--- config.mk ---
export PLATFORM = sky130hd
export DESIGN_NAME = uart_cmd_rx
export DESIGN_NICKNAME = d
export VERILOG_FILES = /design/src/rtl/uart_cmd_rx.sv
export SDC_FILE = /design/constraint.sdc
export NUM_CORES = 1
export LEC_CHECK = 0
export ABC_CLOCK_PERIOD_IN_PS = 2060
export BUFFER_PORTS_ARGS = -buffer_cell sky130_fd_sc_hd__clkbuf_2
export CAP_MARGIN = 5
export CORE_AREA = 2 2 121 99
export CTS_CLUSTER_DIAMETER = 40
export DETAILED_ROUTE_END_ITERATION = 7
export DIE_AREA = 0 0 123 101
export GPL_ROUTABILITY_DRIVEN = 0
export PLACE_DENSITY_LB_ADDON = 0.05
export SLEW_MARGIN = 25
export SYNTH_ARGS = -nofsm -noshare
export SYNTH_HDL_FRONTEND = slang
export SYNTH_SLANG_ARGS = --single-unit
export TNS_END_PERCENT = 5
--- constraint.sdc ---
create_clock -name clock -period 2.06 [get_ports clock]
set_input_delay 0.206 -clock clock [delete_from_list [all_inputs] [get_ports clock]]
set_output_delay 0.206 -clock clock [all_outputs]
set_load 0.03 [all_outputs]
--- src/rtl/uart_cmd_rx.sv ---
// ============================================================================
// Module   : uart_cmd_rx
// Brief    : Oversampled UART receiver with in-line command decoder driving an
//            N-digit active-low hex 7-segment display and an LED byte mirror.
//            Define UART_RX_PARITY_EN for 8E1 framing (default 8N1).
// Revision : 1.0 - initial release
// ============================================================================
`default_nettype none

module uart_cmd_rx #(
  parameter int CLKS_PER_BIT = 16,
  parameter int NUM_DIGITS   = 2
) (
  input  logic                    clock,
  input  logic                    reset_n,
  input  logic                    serial,
  output logic [7:0]              leds,
  output logic [7*NUM_DIGITS-1:0] seg,
  output logic                    byte_valid,
  output logic                    frame_err,
  output logic                    parity_err,
  output logic                    cmd_err
);

  localparam int              c_CW   = (CLKS_PER_BIT > 2) ? $clog2(CLKS_PER_BIT) : 1;
  localparam logic [c_CW-1:0] c_HALF = c_CW'(CLKS_PER_BIT / 2 - 1);
  localparam logic [c_CW-1:0] c_FULL = c_CW'(CLKS_PER_BIT - 1);
  localparam int              c_DW   = 4 * NUM_DIGITS;

  localparam logic [2:0] c_IDLE   = 3'd0;
  localparam logic [2:0] c_START  = 3'd1;
  localparam logic [2:0] c_DATA   = 3'd2;
  localparam logic [2:0] c_STOP   = 3'd3;
  localparam logic [2:0] c_BREAK  = 3'd4;
`ifdef UART_RX_PARITY_EN
  localparam logic [2:0] c_PARITY = 3'd5;
`endif

  logic [2:0]          r_state;
  logic [2:0]          w_next;
  logic                r_sync1;
  logic                r_sync2;
  logic                w_rx;
  logic [c_CW-1:0]     r_cnt;
  logic [2:0]          r_bit_cnt;
  logic [7:0]          r_shift;
  logic [c_DW-1:0]     r_data;
  logic [c_DW-1:0]     w_data_shift;
  logic [7*NUM_DIGITS-1:0] w_font;
  logic                w_half;
  logic                w_full;
  logic                w_sample;
  logic                w_stop;
  logic                w_cnt_clr;
  logic                w_accept;
  logic                w_ferr;
  logic                w_par_bad;
`ifdef UART_RX_PARITY_EN
  logic                r_par;
  logic                w_perr;
`endif

  function automatic logic [6:0] f_font(input logic [3:0] n);
    case (n)
      4'h0: f_font = 7'h01;  4'h1: f_font = 7'h4F;
      4'h2: f_font = 7'h12;  4'h3: f_font = 7'h06;
      4'h4: f_font = 7'h4C;  4'h5: f_font = 7'h24;
      4'h6: f_font = 7'h20;  4'h7: f_font = 7'h0F;
      4'h8: f_font = 7'h00;  4'h9: f_font = 7'h04;
      4'hA: f_font = 7'h08;  4'hB: f_font = 7'h60;
      4'hC: f_font = 7'h31;  4'hD: f_font = 7'h42;
      4'hE: f_font = 7'h30;  default: f_font = 7'h38;
    endcase
  endfunction

  // Two-flop synchroniser; resets to idle-high so no false start after reset
  always_ff @(posedge clock or negedge reset_n) begin
    if (!reset_n) begin
      r_sync1 <= 1'b1;
      r_sync2 <= 1'b1;
    end else begin
      r_sync1 <= serial;
      r_sync2 <= r_sync1;
    end
  end
  assign w_rx   = r_sync2;
  assign w_half = (r_cnt == c_HALF);
  assign w_full = (r_cnt == c_FULL);

  always_ff @(posedge clock or negedge reset_n) begin
    if (!reset_n) r_state <= c_IDLE;
    else          r_state <= w_next;
  end

  always_comb begin
    w_next = r_state;
    case (r_state)
      c_IDLE:  if (!w_rx) w_next = c_START;
      c_START: if (w_half) w_next = w_rx ? c_IDLE : c_DATA;
`ifdef UART_RX_PARITY_EN
      c_DATA:   if (w_full && r_bit_cnt == 3'd7) w_next = c_PARITY;
      c_PARITY: if (w_full) w_next = c_STOP;
`else
      c_DATA:   if (w_full && r_bit_cnt == 3'd7) w_next = c_STOP;
`endif
      c_STOP:  if (w_full) w_next = w_rx ? c_IDLE : c_BREAK;
      c_BREAK: if (w_rx) w_next = c_IDLE;
      default: w_next = c_IDLE;
    endcase
  end

`ifdef UART_RX_PARITY_EN
  assign w_par_bad = ^{r_shift, r_par};
`else
  assign w_par_bad = 1'b0;
`endif

  always_comb begin
    w_sample  = 1'b0;
    w_stop    = 1'b0;
    w_cnt_clr = w_full;
    case (r_state)
      c_IDLE:  w_cnt_clr = 1'b1;
      c_START: w_cnt_clr = w_half;
      c_DATA:  w_sample  = w_full;
      c_STOP:  w_stop    = w_full;
      default: ;
    endcase
    w_accept = w_stop && w_rx && !w_par_bad;
    w_ferr   = w_stop && !w_rx;
`ifdef UART_RX_PARITY_EN
    w_perr   = w_stop && w_rx && w_par_bad;
`endif
  end

  always_ff @(posedge clock or negedge reset_n) begin
    if (!reset_n) begin
      r_cnt     <= '0;
      r_bit_cnt <= 3'd0;
      r_shift   <= 8'd0;
    end else begin
      r_cnt <= w_cnt_clr ? '0 : r_cnt + 1'b1;
      if (r_state == c_IDLE) r_bit_cnt <= 3'd0;
      else if (w_sample)     r_bit_cnt <= r_bit_cnt + 3'd1;
      if (w_sample) r_shift <= {w_rx, r_shift[7:1]};
    end
  end

`ifdef UART_RX_PARITY_EN
  always_ff @(posedge clock or negedge reset_n) begin
    if (!reset_n) begin
      r_par      <= 1'b0;
      parity_err <= 1'b0;
    end else begin
      if (r_state == c_PARITY && w_full) r_par <= w_rx;
      parity_err <= w_perr;
    end
  end
`else
  assign parity_err = 1'b0;
`endif

  generate
    if (NUM_DIGITS > 1) begin : g_shift_multi
      assign w_data_shift = {r_data[c_DW-5:0], r_shift[3:0]};
    end else begin : g_shift_single
      assign w_data_shift = r_shift[3:0];
    end
    for (genvar k = 0; k < NUM_DIGITS; k++) begin : g_font
      assign w_font[7*k +: 7] = f_font(r_data[4*k +: 4]);
    end
  endgenerate

  // Command executes on the same edge that registers the stop sample
  always_ff @(posedge clock or negedge reset_n) begin
    if (!reset_n) begin
      leds       <= 8'd0;
      seg        <= '1;
      r_data     <= '0;
      byte_valid <= 1'b0;
      frame_err  <= 1'b0;
      cmd_err    <= 1'b0;
    end else begin
      byte_valid <= w_accept;
      frame_err  <= w_ferr;
      cmd_err    <= 1'b0;
      if (w_accept) begin
        leds <= r_shift;
        case (r_shift[7:4])
          4'h1:    seg     <= '1;
          4'h2:    r_data  <= w_data_shift;
          4'h4:    seg     <= w_font;
          default: cmd_err <= 1'b1;
        endcase
      end
    end
  end

endmodule

`default_nettype wire
==> results.tsv, run 1 <==
metric	value	unit
vdd_ir_drop_max	0.371	mV
finalCriticalPeriod	1.76	ns
p_leak	1.47	nW
fmax	568	MHz
via_per_inst	4.39	
root_buffer	clkbuf_16	
path_max_fanout	7	
die_w	123	µm
yosys_warnings	0	
placed_cells	400	
rsz0062_at_grt	no	
fin_nets	279	
hold_viol	0	
diodes	0	
final.setup.worst_slack	0.299	ns
rows	35	
ios	29	
critPathLaunchType	register	
nFillCells	1180	
drive_above_1_share	37.4	%
syn_inst	228	
clockBufferDepth	2	
whs	0.364	ns
synth_fp_nets	246	
worst_slew_pin_slew	0.591	ns
holdCritPathClass	reg -> reg	
grt_max_degree	54	
max_slew_margin	60.6	%
setup_viol_count_final	0	
ys_ff_latch	53	
worstSetupEndpointType	register	
grt-ovfl-total	0	
die-area	12400	µm²
fin_cells	410	
cts_resized	0	
placed_area	3110	µm²
cts.sinks	53	
drc_errors	0	
syn_to_final_growth	20.0	%
fin_area	3310	µm²
fin_crit_sh	85.5	%
arrival	1.94	ns
power.density	799	nW/µm²
grt_pass1_vias	1830	
htreeDepth	2	
fin_tns_setup	0	ns
dp_hpwl	4.10	mm
drv_cap	0	
num_vias	1800	
coreArea	11300	µm²
ff2ff_setup_slack	0.30	ns
drv_slew	0	
die_h	101	µm
finClkSkew	0.00598	ns
numCtsBuffers	5	
first_iter_violations	59	
worstPathRequired	2.24	ns
wirelength	5.90	mm
path_clk_slew	0.07	ns
grt_pass1_wl	9.96	mm
wl_per_cell	14.4	µm
grt_usage	10.4	%
insertion_delay	0.29	ns
post-place-ws	0.275	ns
synth_cell_type_count	41	
first_pass_iters	4	
path_class	reg -> reg	
status	completed	
yosysSeqAreaShare	48.9	%
numPortBuffers	27	
cts_setup_buffers	0	
postSynthAreaPerCell	12.1	µm²
antenna_found_initial	0	
syn_area	2760	µm²
ant_nets	0	
start_util	24.4	%
cts_tree	built	
[kinds of logic after synthesis]
kind of cell | share of synthesized area [%]
AO/OA/AOI/OAI | 7.45
XOR/XNOR | 1.59
adder cells (fa/ha/maj) | 6.81
buffers and inverters | 4.13
flip-flops | 48.9
multiplexers | 18.2
other | 0.136
AND/OR/NAND/NOR | 12.9
[cell usage after synthesis, drive strengths merged]
library cell  instances  area [µm²]
o221ai                2        17.5
a311oi                1        8.76
nor3                  5        36.3
nand3b                3        22.5
o32a                  5        50.1
nand3                 9        45.0
conb                  1        3.75
o211ai                4        30.0
nor2                 11        43.8
buf                  10        53.8
and4                  2        17.5
dfstp                16         420
nor3b                 3        22.5
mux4                  2        45.0
mux2i                14         140
xor2                  3        26.3
mux2                 28         315
o21ai                 5        25.0
nand2                 2        7.51
o21a                  1        7.51
and3                  4        25.0
a21oi                 5        25.0
o311ai                1        8.76
dfrtp                37         926
a21boi                1        7.51
and3b                 1        8.76
nor4b                 1        23.8
a211oi                1        7.51
or3                   5        31.3
ha                   15         188
clkbuf                6        22.5
xnor2                 2        17.5
nand2b                6        37.5
inv                  10        37.5
o22a                  2        17.5
nand4                 3        18.8
or4b                  1        13.8
[metal layers]
metal	wire length, µm	vias to the layer above	share of wire (%)	GRT usage [%]
met5	0	-	0	0
met4	81	0	1.4	3.15
met3	188	8	3.2	2.55
met1	3310	878	56	15.9
met2	2320	29	39	14.2
li1	-	885	-	-
[registers in the layout, summed over array words and instances, names as in the netlist]
| register | cells |
|---|---|
| r_state | 3 |
| r_cnt | 4 |
| r_shift | 8 |
| r_data | 8 |
| seg | 14 |
| frame_err | 1 |
| cmd_err | 1 |
| leds | 8 |
| r_bit_cnt | 3 |
| r_sync2 | 1 |
| r_sync1 | 1 |
| byte_valid | 1 |
[placed cells by master, fill, tap and decap left out, types with 5 or more instances in the layout]
| cell | netlist | routed |
|---|---|---|
| nor2_1 | 10 | 10 |
| dfstp_2 | 16 | 16 |
| ha_1 | 15 | 15 |
| mux2_2 | 28 | 28 |
| o21ai_0 | 5 | 5 |
| nand3_1 | 9 | 9 |
| o32a_1 | 5 | 5 |
| mux2i_1 | 14 | 14 |
| buf_4 | 2 | 12 |
| or3_1 | 5 | 5 |
| nand2b_1 | 6 | 6 |
| a21oi_1 | 5 | 5 |
| clkbuf_2 | 0 | 27 |
| dfrtp_1 | 37 | 37 |
| inv_1 | 10 | 10 |
| clkbuf_16 | 0 | 5 |
[where the power goes]
part | switching, mW | internal [mW] | leakage [nW] | total, mW
Sequential | 0.124 | 1.13 | 0.666 | 1.26
Combinational | 0.213 | 0.174 | 0.718 | 0.386
Clock | 0.390 | 0.607 | 0.0831 | 0.997
Total | 0.727 | 1.91 | 1.47 | 2.64
[timing repair]
action | in CTS | in global routing
endpoints found under the hold margin | 38 | 0
hold buffers | 2 | 0
setup endpoints to repair | 0 | 0
[per-stage QoR]
step | utilization, % | total power [mW]
floorplan | - | 1.56
global placement | 27.5 | 1.67
detailed placement | 27.5 | 1.67
CTS | 29.3 | 2.68
global route | 29.3 | 2.80
finish | 29.3 | 2.64
[final cells by class]
cell class                 count  area (µm²)  area share, %
tap                          148         185           5.60
multi-input combinational    149        1290           39.2
clock buffer                   6         139           4.20
clock inverter                 2        37.5           1.14
sequential                    53        1350           40.7
timing repair buffer          42         265           8.02
inverter                      10        37.5           1.14
[path summary, 6_finish.rpt]
kind                               startpoint                    end  depth (start not counted)
max                        r_cnt[0]$_DFF_PN0_  r_data[3]$_DFFE_PN0P_                          4
min                         r_sync1$_DFF_PN1_      r_sync2$_DFF_PN1_                          0
max reg2reg                r_cnt[0]$_DFF_PN0_  r_data[3]$_DFFE_PN0P_                          4
min reg2reg                 r_sync1$_DFF_PN1_      r_sync2$_DFF_PN1_                          0
max in group asynchronous             reset_n     seg[7]$_DFFE_PN1P_                          3
min in group asynchronous             reset_n    leds[6]$_DFFE_PN0P_                          3
[worst max-delay path: stages, from the launching register on]
cell and delay [ns]:
dfrtp_1 0.37, ha_1 0.28, nand4_1 0.22, nor3_4 0.41, mux2_2 0.38
No activity file was read; power rests on OpenSTA's default activity.
==> run 2: changes to the inputs <==
- HOLD_SLACK_MARGIN: default -> 0.1
- RECOVER_POWER: default -> 100
==> run 2 against run 1 <==
Clock skew barely moved; routed wire length up 0.29%; count of clock-buffer cells in the layout unchanged; total power is 0.23% lower; non-clock buffer count is the same; global-route usage stayed put; via count about the same; critical path depth did not move; flip-flop and latch count stayed put; combinational power is 1% lower; cell area is 1.5% lower; core utilization fell by 0.43 points; critical path type unchanged.
==> results.tsv, run 2 (synthesis results as in run 1) <==
metric	value	unit
path_buf_inv	0	
regMostFlops	seg	
switching_share	27.5	%
wl_per_cell	14.4	µm
seqPwrFrac	47.7	%
largest_register_ff_count	14	
drc_errors	0	
ff2ff_setup_slack	0.30	ns
rsz0062_at_grt	no	
endpoint	r_data[3]$_DFFE_PN0P_	
path_max_fanout	7	
final.setup.worst_slack	0.300	ns
path_clk_slew	0.07	ns
cp_cell_sequence	ha_1 -> nand4_1 -> nor3_4 -> mux2_2	
vdd_ir_drop_max	0.370	mV
grt_pass1_wl	9.96	mm
drv_cap	0	
numPortBuffers	27	
first_iter_violations	62	
fmax	568	MHz
ant_nets	0	
post-place-ws	0.275	ns
drive_above_1_share	27.9	%
coreArea	11300	µm²
p_leak	1.37	nW
die-area	12400	µm²
crit_family	simple AND/OR/NAND/NOR gates	
finalCriticalPeriod	1.76	ns
finClkSkew	0.00643	ns
grt_max_degree	54	
slowest_stage	nor3_4	
grt-ovfl-total	0	
die_h	101	µm
path_class	reg -> reg	
critPathLaunchType	register	
worstPathRequired	2.24	ns
worstSetupEndpointType	register	
status	completed	
grt_usage	10.4	%
cts.sinks	53	
switchingPower	0.726	mW
rr_startpoint	r_cnt[0]$_DFF_PN0_	
layout_common_cells	dfrtp_1 (37), mux2_2 (28), clkbuf_1 (25), dfstp_2 (16), ha_1 (15)	
p_total	2.64	mW
antenna_found_initial	0	
cp-startpoint	r_cnt[0]$_DFF_PN0_	
utilization	28.8	%
r2r_end	r_data[3]$_DFFE_PN0P_	
worst_slew_pin_slew	1.22	ns
diodes	0	
cts_resized	0	
syn_to_final_growth	18.2	%
arrival	1.94	ns
layout_commonest_cell	dfrtp_1	
power.internal	1.91	mW
worstSetupPathDepth	4	
fin_tns_setup	0	ns
root_buffer	clkbuf_16	
rows	35	
clockBufferDepth	2	
max_slew_margin	18.6	%
ios	29	
htreeDepth	2	
slowest_delay	0.41	ns
start_util	24.4	%
via_per_inst	4.39	
whs	0.364	ns
holdCritPathClass	reg -> reg	
dp_hpwl	4.10	mm
fin_nets	279	
cts_hold_buf	2	
power.density	809	nW/µm²
cts_tree	built	
grt_pass1_vias	1830	
hold_viol	0	
drv_slew	0	
r2r_cells	4	
clock_power_share	37.8	%
insertion_delay	0.29	ns
wirelength	5.92	mm
numCtsBuffers	5	
setup_viol_count_final	0	
cts_setup_buffers	0	
die_w	123	µm
p_comb_share	14.5	%
num_vias	1799	
first_pass_iters	4	
fin_crit_sh	85.4	%
## run 2: cell count changes in the layout (fill, tap and decap cells not counted)
cell      before  now
clkbuf_1       0   25
buf_4         12   11
clkbuf_2      27    3
buf_12         1    0
buf_2          0    1
## run 2: power groups by stage
stage	registers, mW	clock network [mW]	logic, mW
floorplan	1.20	0	0.359
global placement	1.28	0	0.390
detailed placement	1.27	0	0.392
CTS	1.26	1.03	0.393
global route	1.28	1.08	0.442
finish	1.26	0.996	0.381
## run 2: worst min-delay path by stage
stage / start / end / cells past startpoint
after global placement: reset_n / leds[7]$_DFFE_PN0P_ / 2
after detailed placement: reset_n / leds[7]$_DFFE_PN0P_ / 2
after CTS: r_sync1$_DFF_PN1_ / r_sync2$_DFF_PN1_ / 0
after global routing: r_sync1$_DFF_PN1_ / r_sync2$_DFF_PN1_ / 0
after floorplan: reset_n / byte_valid$_DFF_PN0_ / 0
final: r_sync1$_DFF_PN1_ / r_sync2$_DFF_PN1_ / 0
## run 2: per-layer routing
metal  GRT usage [%]  up-vias  routed length [µm]
met2            14.2       29                2330
li1                -      885                   -
met1            15.9      877                3320
met5               0        -                   0
met3            2.55        8                 195
met4            3.15        0                  79
## run 2: layout make-up
cell class | instances | area (µm²)
Fill cell | 1185 | 8040
Sequential cell | 53 | 1350
Multi-Input combinational cell | 149 | 1290
Timing Repair Buffer | 42 | 216
Tap cell | 148 | 185
Clock buffer | 6 | 139
Clock inverter | 2 | 37.5
Inverter | 10 | 37.5
## run 2: per-stage QoR
stage,cells,cell area (µm²)
final,410,3260
after global routing,410,3260
after CTS,410,3310
after detailed placement,400,3110
after global placement,400,3110
after floorplan,228,2760
==> run 3: changes to the inputs <==
--- a/config.mk
+++ b/config.mk
@@ -10,5 +10,5 @@
 export CAP_MARGIN = 5
 export CORE_AREA = 2 2 121 99
-export CTS_CLUSTER_DIAMETER = 40
+export CTS_CLUSTER_DIAMETER = 100
 export DETAILED_ROUTE_END_ITERATION = 7
 export DIE_AREA = 0 0 123 101
==> constraint.sdc (replaced) <==
create_clock -name clock -period 2.06 [get_ports clock]
set_input_delay 0.412 -clock clock [delete_from_list [all_inputs] [get_ports clock]]
set_output_delay 0.412 -clock clock [all_outputs]
set_load 0.03 [all_outputs]
==> run 3 against run 2 <==
Largest cell class unchanged; final cell count fell by 0.49%; core utilization fell by 0.31 points; count of clock-buffer cells in the layout is the same; routed wire length shrank 1.2%; register-to-register slack worse by 0.09 ns; worst setup slack lost 0.088 ns; clock skew is 0.0010 ns higher; flip-flop and latch count is the same; non-clock buffer count decreased by 2; sequential share of layout area rose by 0.45 points; worst hold slack lost 0.17 ns.
==> results.tsv, run 3 (synthesis results as in run 1) <==
metric	value	unit
status	completed	
wl_per_cell	14.3	µm
drv_slew	0	
grt_usage	10.5	%
ios	29	
cp_common_cell	and4_1	
start_util	24.4	%
first_iter_violations	57	
regMostFlops	seg	
rsz0062_at_grt	no	
finClkSkew	0.00744	ns
fin_tns_setup	0	ns
cts.sinks	53	
finalCriticalPeriod	1.85	ns
cts_tree	built	
holdCritPathClass	in -> reg	
first_pass_iters	4	
vdd_ir_drop_max	0.249	mV
via_per_inst	4.38	
p_total	2.59	mW
htreeDepth	2	
numPortBuffers	27	
cts_resized	0	
antenna_found_initial	0	
fin_crit_sh	89.7	%
root_buffer	clkbuf_16	
insertion_delay	0.29	ns
rows	35	
slowest_stage	dfrtp_1	
arrival	2.07	ns
grt_pass1_wl	10.0	mm
die_w	123	µm
fin_nets	277	
path_clk_slew	0.07	ns
layout_common_cells	dfrtp_1 (37), mux2_2 (28), clkbuf_1 (27), dfstp_2 (16), ha_1 (15)	
hold_viol	0	
cp_cell_sequence	ha_1 -> and4_1 -> and4_1 -> clkbuf_2 -> mux2_2	
numCtsBuffers	5	
placed_cells	400	
die_h	101	µm
dp_hpwl	4.10	mm
clockBufferDepth	2	
path_max_fanout	9	
grt_pass1_vias	1820	
path_class	reg -> reg	
cts_setup_buffers	0	
grt-ovfl-total	0	
layout_commonest_cell	dfrtp_1	
max_slew_margin	9.01	%
setup_viol_count_final	0	
die-area	12400	µm²
coreArea	11300	µm²
ant_nets	0	
drv_cap	0	
slowest_delay	0.37	ns
worstSetupEndpointType	register	
cts_hold_buf	0	
worst_slew_pin_slew	1.36	ns
num_vias	1789	
p_leak	1.36	nW
syn_to_final_growth	16.9	%
drive_above_1_share	27.3	%
fin_cells	408	
worstPathRequired	2.28	ns
largest_register_ff_count	14	
critPathLaunchType	register	
diodes	0	
fmax	541	MHz
grt_max_degree	54	
drc_errors	0	
nFillCells	1184	
wirelength	5.85	mm
power.density	804	nW/µm²
## run 3: path summary, 6_finish.rpt
kind	startpoint	end	slack, ns	depth (start not counted)
min	serial	r_sync1$_DFF_PN1_	0.19	1
max reg2reg	r_cnt[0]$_DFF_PN0_	seg[7]$_DFFE_PN1P_	0.21	5
min in group asynchronous	reset_n	leds[7]$_DFFE_PN0P_	0.51	2
max in group asynchronous	reset_n	r_state[2]$_DFFE_PN0P_	0.73	2
min reg2reg	r_sync1$_DFF_PN1_	r_sync2$_DFF_PN1_	0.36	0
max	r_cnt[0]$_DFF_PN0_	seg[7]$_DFFE_PN1P_	0.21	5
## run 3: layout make-up
type	instances	area, µm²	area share (%)
timing repair buffer	40	190	5.90
clock inverter	2	38.8	1.20
inverter	10	37.5	1.17
clock buffer	6	129	4.00
multi-input combinational	149	1290	40.2
sequential	53	1350	41.8
tap	148	185	5.75
## run 3: power by group
| group | switching [mW] | internal [mW] |
|---|---|---|
| combinational | 0.233 | 0.160 |
| clock | 0.386 | 0.579 |
| sequential | 0.101 | 1.13 |
| total | 0.719 | 1.87 |
## run 3: through the flow
step                      hold WS [ns]  setup slack [ns]  area (µm²)  utilization, %
after floorplan                  0.116             0.234        2760               -
after global placement           0.347             0.308        3110            27.5
after detailed placement         0.349             0.273        3110            27.5
after CTS                        0.122             0.256        3280            29.0
after global routing             0.182            0.0980        3220            28.5
final                            0.190             0.211        3220            28.5
## run 3: worst max-delay path, delay by kind of cell, from the launching register on
kind / cells / cell delay (ns)
buf+inv: 1 / 0.26
flops: 1 / 0.37
simple gates: 2 / 0.47
fa+ha+maj: 1 / 0.29
mux: 1 / 0.37
## run 3: metal layers
layer,vias up,global-route usage [%],wire [µm]
li1,889,-,-
met1,870,15.7,3230
met2,26,14.4,2330
met3,4,3.11,227
met4,0,2.88,55
met5,-,0,0
